`src/rtl/flag_unit_pkg.sv`:
```
// flag_unit_pkg: shared miniRISC flag indices, FSM encodings and flag/branch opcodes
package flag_unit_pkg;
  localparam int FLAG_SIGN  = 0;
  localparam int FLAG_ZERO  = 1;
  localparam int FLAG_CARRY = 2;
  typedef enum logic {ST_IDLE = 1'b0, ST_PENDING = 1'b1} state_t;
  localparam logic [5:0] OP_ADD  = 6'h01;
  localparam logic [5:0] OP_SUB  = 6'h02;
  localparam logic [5:0] OP_AND  = 6'h03;
  localparam logic [5:0] OP_XOR  = 6'h04;
  localparam logic [5:0] OP_SHL  = 6'h05;
  localparam logic [5:0] OP_MUL  = 6'h06;
  localparam logic [5:0] OP_BCY  = 6'h20;
  localparam logic [5:0] OP_BNCY = 6'h21;
  localparam logic [5:0] OP_BLTZ = 6'h22;
  localparam logic [5:0] OP_BZ   = 6'h23;
  localparam logic [5:0] OP_BNZ  = 6'h24;
endpackage

```
`src/rtl/flag_unit_eval.sv`:
```
// flag_eval: combinational sign/zero/carry evaluation of an ALU result
module flag_eval #(
  parameter int WIDTH = 32
) (
  input  logic [WIDTH-1:0] alu_result,
  input  logic             alu_carry,
  output logic             new_sign,
  output logic             new_zero,
  output logic             new_carry
);
  assign new_sign  = alu_result[WIDTH-1];
  assign new_zero  = alu_result == '0;
  assign new_carry = alu_carry;
endmodule

```
`src/rtl/flag_unit.sv`:
```
// flag_unit: holds branch condition flags for one outstanding ALU op; FLAG_BYPASS_EN adds same-cycle bypass
module flag_unit
  import flag_unit_pkg::*;
#(
  parameter int WIDTH = 32
) (
  input  logic             clk,
  input  logic             rst_n,
  input  logic             issue,
  input  logic [2:0]       flag_mask,
  input  logic             alu_done,
  input  logic [WIDTH-1:0] alu_result,
  input  logic             alu_carry,
  input  logic             flush,
  output logic             sign,
  output logic             zero_flag,
  output logic             carry,
  output logic             flags_ready,
  output logic             issue_err
);
  state_t     state;
  logic [2:0] mask_q, flag_q, new_flags, use_mask, upd;
  logic       done_now;
  flag_eval #(.WIDTH(WIDTH)) u_eval (
    .alu_result(alu_result),
    .alu_carry (alu_carry),
    .new_sign  (new_flags[FLAG_SIGN]),
    .new_zero  (new_flags[FLAG_ZERO]),
    .new_carry (new_flags[FLAG_CARRY])
  );
  // a completion is either a pending op finishing or a single-cycle op issued in IDLE
  assign done_now = !flush && alu_done && (state == ST_PENDING || issue);
  assign use_mask = state == ST_PENDING ? mask_q : flag_mask;
  assign upd      = (flag_q & ~use_mask) | (new_flags & use_mask);
  always_ff @(posedge clk) begin
    if (!rst_n) begin
      state     <= ST_IDLE;
      mask_q    <= 3'b000;
      flag_q    <= 3'b000;
      issue_err <= 1'b0;
    end else if (flush) begin
      state <= ST_IDLE;
    end else begin
      if (done_now) flag_q <= upd;
      if (issue && (state == ST_IDLE ? !alu_done : alu_done)) mask_q <= flag_mask;
      if (state == ST_IDLE && issue && !alu_done) state <= ST_PENDING;
      if (state == ST_PENDING && alu_done && !issue) state <= ST_IDLE;
      if (state == ST_PENDING && issue && !alu_done) issue_err <= 1'b1;
    end
  end
`ifdef FLAG_BYPASS_EN
  assign {carry, zero_flag, sign} = done_now ? upd : flag_q;
  assign flags_ready = state == ST_IDLE || done_now;
`else
  assign {carry, zero_flag, sign} = flag_q;
  assign flags_ready = state == ST_IDLE;
`endif
endmodule

```
`config.mk`:
```
export PLATFORM = sky130hd
export DESIGN_NAME = flag_unit
export DESIGN_NICKNAME = d
export VERILOG_FILES = /design/src/rtl/flag_unit_pkg.sv /design/src/rtl/flag_unit_eval.sv /design/src/rtl/flag_unit.sv
export SDC_FILE = /design/constraint.sdc
export NUM_CORES = 1
export LEC_CHECK = 0
export CORE_UTILIZATION = 28
export CTS_CLUSTER_SIZE = 30
export DETAILED_ROUTE_END_ITERATION = 10
export GPL_TIMING_DRIVEN = 0
export PLACE_DENSITY_LB_ADDON = 0.12
export REMOVE_ABC_BUFFERS = 1
export SETUP_SLACK_MARGIN = 0.5
export SYNTH_ARGS = -nofsm -noshare
export SYNTH_HDL_FRONTEND = slang
export SYNTH_SLANG_ARGS = --single-unit
```
`constraint.sdc`:
```
create_clock -name clk -period 1.4 [get_ports clk]
set_clock_uncertainty 0.1 [all_clocks]
set_input_delay 0.28 -clock clk [delete_from_list [all_inputs] [get_ports clk]]
set_output_delay 0.28 -clock clk [all_outputs]
set_load 0.05 [all_outputs]
```
==> out/metrics.csv, run 1 <==
metric;value;unit
start_kind;register;
cts_root_buf;clkbuf_4;
hold_buffers;0;
pwr_density_cell;545;mW/mm²
syn_avg_cell_area;8.78;µm²
drt_first_pass_iters;2;
cp_max_fo;4;
diodes;0;
vdd_ir_drop_max;0.297;mV
numCtsBuffers;3;
yosysUniqueCellTypes;21;
status;complete, no violations;
vias;615;
dr.first_iter.drc_count;2;
drc;0;
gp_congestion;0.703;
wl;1430;µm
cp.required;1.02;ns
grt_first_pass_wirelength;2470;µm
crit_type;reg2out;
cts_num_sinks;8;
fin_util;0.720;
antenna_found_initial;0;
final_antenna_net_count;0;
report.final.slew_viol_count;0;
dpl.cell_count;114;
ys_seq_area_frac;0.344;
timing.hold.ws;0.365;ns
final_common_cell;clkdlybuf4s50_1;
timing.rr.start;state;
setup_viol_count_final;0;
grt_max_degree;10;
insertion_delay;0.25;ns
internal_power;0.457;mW
cp-startpoint;state;
rsz0062_at_grt;true;
final_area;0.00110;mm²
hold_violations;0;
dp_hpwl;1080;µm
grt_pass1_vias;677;
grt_usage;0.177;
slowest_delay;0.36;ns
core;0.00152;mm²
p_sw;0.141;mW
drive_gt1_frac;0.311;
fmax;762;MHz
p_comb_frac;0.318;
start_util;0.305;
worstSetupEndpointType;output port;
fin_cells;122;
wl_per_cell;11.7;µm
sw_frac_of_total;0.236;
io_buffer_count;45;
critPathArrivalTime;0.93;ns
area_growth;136;%
pin_count;46;
ys_warn_count;0;
sequentialPowerShare;0.397;
tightest_slew;0.275;ns
clk_pin_slew;0.05;ns
h-tree-depth;1;
layout_common_cells;27 x clkdlybuf4s50_1, 7 x dlygate4sd2_1, 5 x mux2i_1, 5 x nor2b_1;
die-area;0.00183;mm²
min_period_over_period;0.937;
syn-cell-area;465;µm²
dieWidth;42.8;µm
critPathSlowestCell;dfxtp_4;
drv_cap;0;
multi_input_area;363;µm²
fill_cells;126;
pwr-share-clk;0.285;
dpl_cell_area;936;µm²
nets;150;
cts_tree;yes;
die_h;42.8;µm
p_leak;0.423;nW
tns;0;ns
postSynthCellCount;53;
worstHoldPathType;reg2reg;
hold_path.startpoint;issue_err;
viasPerCell;5.04;
max_slew_margin;0.817;
clock_path_buffers;2;
period_minus_slack;1.31;ns
gr-total-overflow;0;
crit_chain;buf_4, inv_4, buf_8;
regArea;169;µm²
ys_ff_latch;8;
rows;14;
## critical path: cells and delay by family (launching register included)
kind     cells  cell delay, ns
flops        1            0.36
buf+inv      3            0.32
## Yosys cell counts
| cell type | number | area share |
|---|---|---|
| nand3b_1 | 3 | 0.048 |
| mux2i_1 | 5 | 0.11 |
| dfxtp_1 | 8 | 0.34 |
| a31o_1 | 1 | 0.019 |
| a21oi_1 | 5 | 0.054 |
| o21a_1 | 1 | 0.016 |
| nand2_1 | 4 | 0.032 |
| nand4_1 | 1 | 0.013 |
| nor3_2 | 1 | 0.022 |
| nor2_1 | 2 | 0.016 |
| nor3_4 | 1 | 0.035 |
| nand3_1 | 1 | 0.011 |
| ha_1 | 1 | 0.027 |
| nor2b_1 | 5 | 0.067 |
| nor4_1 | 6 | 0.081 |
| nor3b_1 | 1 | 0.016 |
| nor3_1 | 1 | 0.011 |
| nor4b_1 | 1 | 0.019 |
| inv_1 | 3 | 0.024 |
| or4_4 | 1 | 0.024 |
| nand2b_1 | 1 | 0.013 |
## logic make-up (layout without fill, tap and decap cells)
kind of cell,after synthesis,in the layout,share of synthesized area
adder cells (fa/ha/maj),1,1,0.0269
AO/OA/AOI/OAI,7,7,0.0887
buffers and inverters,3,56,0.0242
AND/OR/NAND/NOR,29,29,0.409
flip-flops,8,8,0.344
multiplexers,5,5,0.108
## layer usage
layer / wire, µm / vias to the layer above / track usage
met5: 0 / - / 0
met4: 27 / 0 / 0.0938
met3: 141 / 4 / 0.0426
met2: 739 / 36 / 0.324
met1: 515 / 271 / 0.181
li1: - / 304 / -
## power groups by stage
stage                     logic [mW]  registers [mW]  clock network (mW)
final                          0.190           0.237               0.170
after global routing           0.206           0.238               0.188
after CTS                      0.180           0.237               0.177
after detailed placement       0.173           0.243                   0
after global placement         0.171           0.242                   0
after floorplan               0.0382           0.247                   0
## worst paths after layout
check / endpoint / depth (start not counted) / slack (ns)
hold / removal: issue_err / 1 / 0.36
setup reg to reg: register / 5 / 0.13
hold reg to reg: issue_err / 1 / 0.36
setup / recovery: flags_ready / 3 / 0.09
## stage by stage
stage,setup WS (ns),power (mW)
floorplan,0.0957,0.285
global placement,-0.396,0.413
detailed placement,-0.399,0.416
CTS,0.0622,0.594
global route,0.0498,0.632
finish,0.0879,0.598
## layout make-up
class | count | share of cell area
Clock buffer | 3 | 0.0205
Multi-Input combinational cell | 42 | 0.331
Timing Repair Buffer | 50 | 0.464
Tap cell | 16 | 0.0182
Inverter | 3 | 0.0125
Sequential cell | 8 | 0.154
## timing repair
action                                  CTS  global route
gates cloned                              0             0
endpoints found under the setup margin   13            13
pin swaps                                12            12
hold endpoints to repair                  0             0
setup buffers                             3             2
resized for setup                        60            16
Note: power is estimated with default switching activity, not from simulation.
==> run 2, diff against run 1 <==
- CORE_MARGIN: default -> 2
==> out/metrics.csv, run 2 (synthesized netlist as in run 1, its figures left out) <==
metric;value;unit
internal_power;0.454;mW
hold_violations;0;
final_antenna_net_count;0;
slowest_delay;0.33;ns
status;complete, no violations;
report.final.slew_viol_count;0;
drt_first_pass_iters;2;
core;0.00152;mm²
dr.first_iter.drc_count;3;
gp_congestion;0.673;
nets;146;
wl;1450;µm
gr-total-overflow;0;
drc;0;
critPathArrivalTime;1.36;ns
viasPerCell;5.04;
cts_root_buf;clkbuf_4;
sw_frac_of_total;0.242;
grt_pass1_vias;591;
min_period_over_period;0.943;
fill_cells;130;
tightest_slew;0.257;ns
crit_type;in2reg;
pwr-share-clk;0.294;
h-tree-depth;1;
timing.hold.ws;0.244;ns
period_minus_slack;1.32;ns
worstSetupEndpointType;register;
sequentialPowerShare;0.396;
layout_common_cells;25 x clkdlybuf4s50_1, 11 x dlymetal6s2s_1, 5 x mux2i_1, 5 x nor2b_1, 5 x nor4_2;
numCtsBuffers;3;
cts_tree;yes;
pwr_density_cell;550;mW/mm²
drv_cap;0;
setup_viol_count_final;0;
final_common_cell;clkdlybuf4s50_1;
critPathSlowestCell;dlygate4sd2_1;
vias;595;
cp.required;1.44;ns
insertion_delay;0.25;ns
antenna_found_initial;0;
finalPower;0.599;mW
clk_pin_slew;0.05;ns
worstHoldPathType;in2reg;
p_leak;0.461;nW
grt_max_degree;10;
grt_first_pass_wirelength;2270;µm
rsz0062_at_grt;true;
grt_usage;0.161;
io_buffer_count;45;
rows;14;
p_comb_frac;0.310;
p_sw;0.145;mW
cts_num_sinks;8;
area_growth;134;%
max_slew_margin;0.828;
fmax;758;MHz
vdd_ir_drop_max;0.357;mV
cp_max_fo;4;
die_h;44.8;µm
diodes;0;
crit_chain;dlygate4sd2_1, ha_4, nor3_4, mux2i_1, nor2b_1;
clock_path_buffers;2;
fin_util;0.714;
pin_count;46;
dp_hpwl;1120;µm
drive_gt1_frac;0.304;
dieWidth;44.8;µm
wl_per_cell;12.3;µm
start_util;0.305;
hold_buffers;0;
tns;0;ns
start_kind;input pin;
die-area;0.00200;mm²
==> run 2: cell count changes in the layout (fill, tap and decap cells not counted), moves of 2 or more <==
| cell | before | now |
|---|---|---|
| nor4_2 | 2 | 5 |
| clkdlybuf4s15_1 | 2 | 0 |
| buf_4 | 4 | 0 |
| dlygate4sd2_1 | 7 | 3 |
| nor4_1 | 3 | 1 |
| clkdlybuf4s50_1 | 27 | 25 |
| dlymetal6s2s_1 | 3 | 11 |
==> run 2: layer usage <==
metal | vias to the layer above | routed length (µm) | global-route usage
met1 | 264 | 555 | 0.166
li1 | 296 | - | -
met3 | 2 | 141 | 0.0400
met4 | 0 | 19 | 0.124
met5 | - | 0 | 0
met2 | 33 | 736 | 0.278
==> run 2: power by group through the flow <==
stage	clock, mW	combinational [mW]	sequential (mW)
after floorplan	0	0.0382	0.247
after global placement	0	0.170	0.242
after detailed placement	0	0.173	0.242
after CTS	0.188	0.177	0.237
after global routing	0.202	0.199	0.238
final	0.176	0.185	0.237
==> run 2: cell type report <==
| class | count | area, µm² | share of cell area |
|---|---|---|---|
| clock buffer | 3 | 22.5 | 0.0207 |
| multi-input combinational | 42 | 362 | 0.332 |
| sequential | 8 | 169 | 0.155 |
| tap | 16 | 20.0 | 0.0184 |
| timing repair buffer | 46 | 504 | 0.463 |
| inverter | 3 | 11.3 | 0.0103 |
==> run 2: critical path, delay by kind of cell <==
kind	cells	cell delay [ns]
buffers and inverters	1	0.33
AND/OR/NAND/NOR	2	0.27
adder cells (fa/ha/maj)	1	0.25
multiplexers	1	0.24
==> run 2: final timing paths <==
kind	endpoint	slack (ns)	cells after the start	startpoint
worst min-delay path	mask_q[2]	0.24	3	flag_mask[2]
worst min register to register	issue_err	0.38	1	issue_err
worst max-delay path	mask_q[2]	0.08	5	alu_done
worst max register to register	mask_q[2]	0.11	4	state
==> run 2: stage by stage <==
step,area (µm²),cells,setup slack (ns)
floorplan,465,53,0.0957
global placement,936,114,-0.399
detailed placement,936,114,-0.436
CTS,1000,118,0.00295
global route,1090,118,0.0362
finish,1090,118,0.0801
==> run 2: what timing repair did <==
action	in CTS	in global routing
endpoints found under the setup margin	13	13
resized for setup	51	25
hold endpoints to repair	0	0
setup buffers	1	0
pin swaps	5	13
==> run 3, diff against run 2 <==
- CORE_UTILIZATION: 28 -> 30
- SYNTH_HIERARCHICAL: default -> 1
==> out/metrics.csv, run 3 <==
metric;value;unit
synthTopCellsByArea;dfxtp_1 30%, nor4_1 8.3%, nor2b_1 5.9%, mux2i_1 5.7%, nand2_1 3.6%;
drv_cap;0;
cp_max_fo;6;
worstHoldPathType;in2reg;
r2r_cells;4;
cts_tree;yes;
sw_frac_of_total;0.284;
hold_violations;0;
timing.rr.start;state;
start_kind;register;
wl_per_cell;14.8;µm
final_common_cell;buf_2;
viasPerCell;5.05;
hold_path.startpoint;flag_mask[2];
cp.required;1.44;ns
critPathArrivalTime;1.38;ns
p_sw;0.177;mW
synth_largest_area_cell;dfxtp_1;
dr.first_iter.drc_count;3;
hold_buffers;0;
multi_input_area;439;µm²
r2r_setup_slack;0.06;ns
vias;636;
fill_cells;163;
antenna_found_initial;0;
vdd_ir_drop_max;0.448;mV
cts_num_sinks;8;
cp-startpoint;state;
fmax;746;MHz
ys_warn_count;6;
pwr_density_cell;585;mW/mm²
hold_path_depth;3;
worstSetupEndpointType;register;
yosysMostFrequentCell;dfxtp_1;
critPathSlowestCell;dfxtp_4;
insertion_delay;0.26;ns
timing.hold.worst_endpoint;mask_q[2];
fin_util;0.630;
regArea;169;µm²
timing.hold.ws;0.352;ns
grt_pass1_vias;643;
crit_chain;ha_4, nor3b_4, mux2i_1, nor2b_1;
drc;0;
syn-cell-area;528;µm²
clock_path_buffers;2;
h-tree-depth;1;
core;0.00169;mm²
clk_pin_slew;0.06;ns
critPathBufInv;0;
slowest_delay;0.36;ns
diodes;0;
die-area;0.00211;mm²
tightest_slew;0.373;ns
pin_count;46;
rows;15;
yosysUniqueCellTypes;27;
pwr-share-clk;0.292;
dieWidth;46.0;µm
grt_first_pass_wirelength;2860;µm
p_leak;0.431;nW
ys_async_sr_fraction;0;
status;complete, no violations;
final_antenna_net_count;0;
rsz0062_at_grt;true;
ys_seq_area_frac;0.303;
sequentialPowerShare;0.390;
cts_root_buf;clkbuf_4;
max_slew_margin;0.751;
drt_first_pass_iters;4;
ys_ff_latch;8;
synth_enable_flop_cells;0;
synth_top_flop_cell;dfxtp_1;
setup_viol_count_final;0;
min_period_over_period;0.957;
grt_max_degree;12;
gr-total-overflow;0;
wl;1860;µm
period_minus_slack;1.34;ns
numCtsBuffers;3;
ys_top_cells_by_count;8 x dfxtp_1, 7 x nor4_1, 5 x nand2_1, 5 x nor2b_1, 4 x nor2_1;
area_growth;101;%
die_h;46.0;µm
worstReg2RegEnd;mask_q[0];
layout_common_cells;19 x buf_2, 7 x buf_6, 7 x clkdlybuf4s15_1;
p_comb_frac;0.317;
crit_type;reg2reg;
io_buffer_count;45;
drive_gt1_frac;0.550;
crit_family;flip-flops;
synth_top_area_share;0.303;
internal_power;0.446;mW
syn_avg_cell_area;8.52;µm²
grt_usage;0.190;
dp_hpwl;1320;µm
report.final.slew_viol_count;0;
gp_congestion;0.705;
start_util;0.313;
nets;153;
postSynthCellCount;62;
[run 3: power by group through the flow]
stage | combinational (mW) | sequential, mW | clock, mW
2_1_floorplan | 0.0383 | 0.260 | 0
3_3_place_gp | 0.188 | 0.247 | 0
3_5_place_dp | 0.189 | 0.248 | 0
4_1_cts | 0.171 | 0.242 | 0.188
5_1_grt | 0.213 | 0.244 | 0.196
6_report | 0.197 | 0.243 | 0.182
[run 3: final cells by class]
| cell class | count | area share |
|---|---|---|
| multi-input cells | 49 | 0.413 |
| clock buffers | 3 | 0.0212 |
| inverters | 1 | 0.00588 |
| well taps | 17 | 0.0200 |
| repair buffers | 48 | 0.381 |
| flip-flops and latches | 8 | 0.159 |
[run 3: cells by family (layout without fill, tap and decap cells)]
group           count (synthesis)  in the layout  share of synthesized area
compound gates                  9              9                      0.116
fa+ha+maj                       1              1                     0.0237
buf+inv                         5             52                     0.0640
flops                           8              8                      0.303
mux                             3              3                     0.0569
simple gates                   36             36                      0.436
[run 3: how the worst max path moves through the flow]
| stage | cells after the start | slack [ns] | end |
|---|---|---|---|
| 6_report | 4 | 0.06 | mask_q[0] |
| 5_1_grt | 4 | -0.03 | mask_q[2] |
| 4_1_cts | 4 | 0.003 | mask_q[0] |
| 3_5_place_dp | 5 | -0.57 | mask_q[2] |
| 3_3_place_gp | 5 | -0.53 | mask_q[0] |
| 2_1_floorplan | 4 | -0.05 | mask_q[0] |
[run 3: stage by stage]
step                      setup WS [ns]  setup TNS (ns)  area (µm²)  total power [mW]  std cells
after floorplan                 -0.0536          -0.161         498             0.298         58
after global placement           -0.530           -3.52         970             0.435        120
after detailed placement         -0.567           -3.62         970             0.437        120
after CTS                       0.00261               0         973             0.601        125
after global routing            -0.0271         -0.0292        1060             0.653        126
final                            0.0603               0        1060             0.622        126
[run 3: per-layer routing]
layer / up-vias / global-route usage / share of wire
li1: 328 / - / -
met4: 0 / 0.0286 / 0.0043
met5: - / 0 / 0
met1: 291 / 0.247 / 0.41
met3: 2 / 0.0754 / 0.044
met2: 15 / 0.300 / 0.55
[run 3: tightest hold or removal path, stage by stage]
cell	delay (ns)
dlygate4sd2_1	0.22
mux2i_1	0.07
nor2b_1	0.11
[run 3: what timing repair did]
action                     CTS  global route
setup endpoints to repair   13            13
cloned                       0             0
pin swaps                   16             9
gates resized for setup    153            27
buffers inserted             2             1
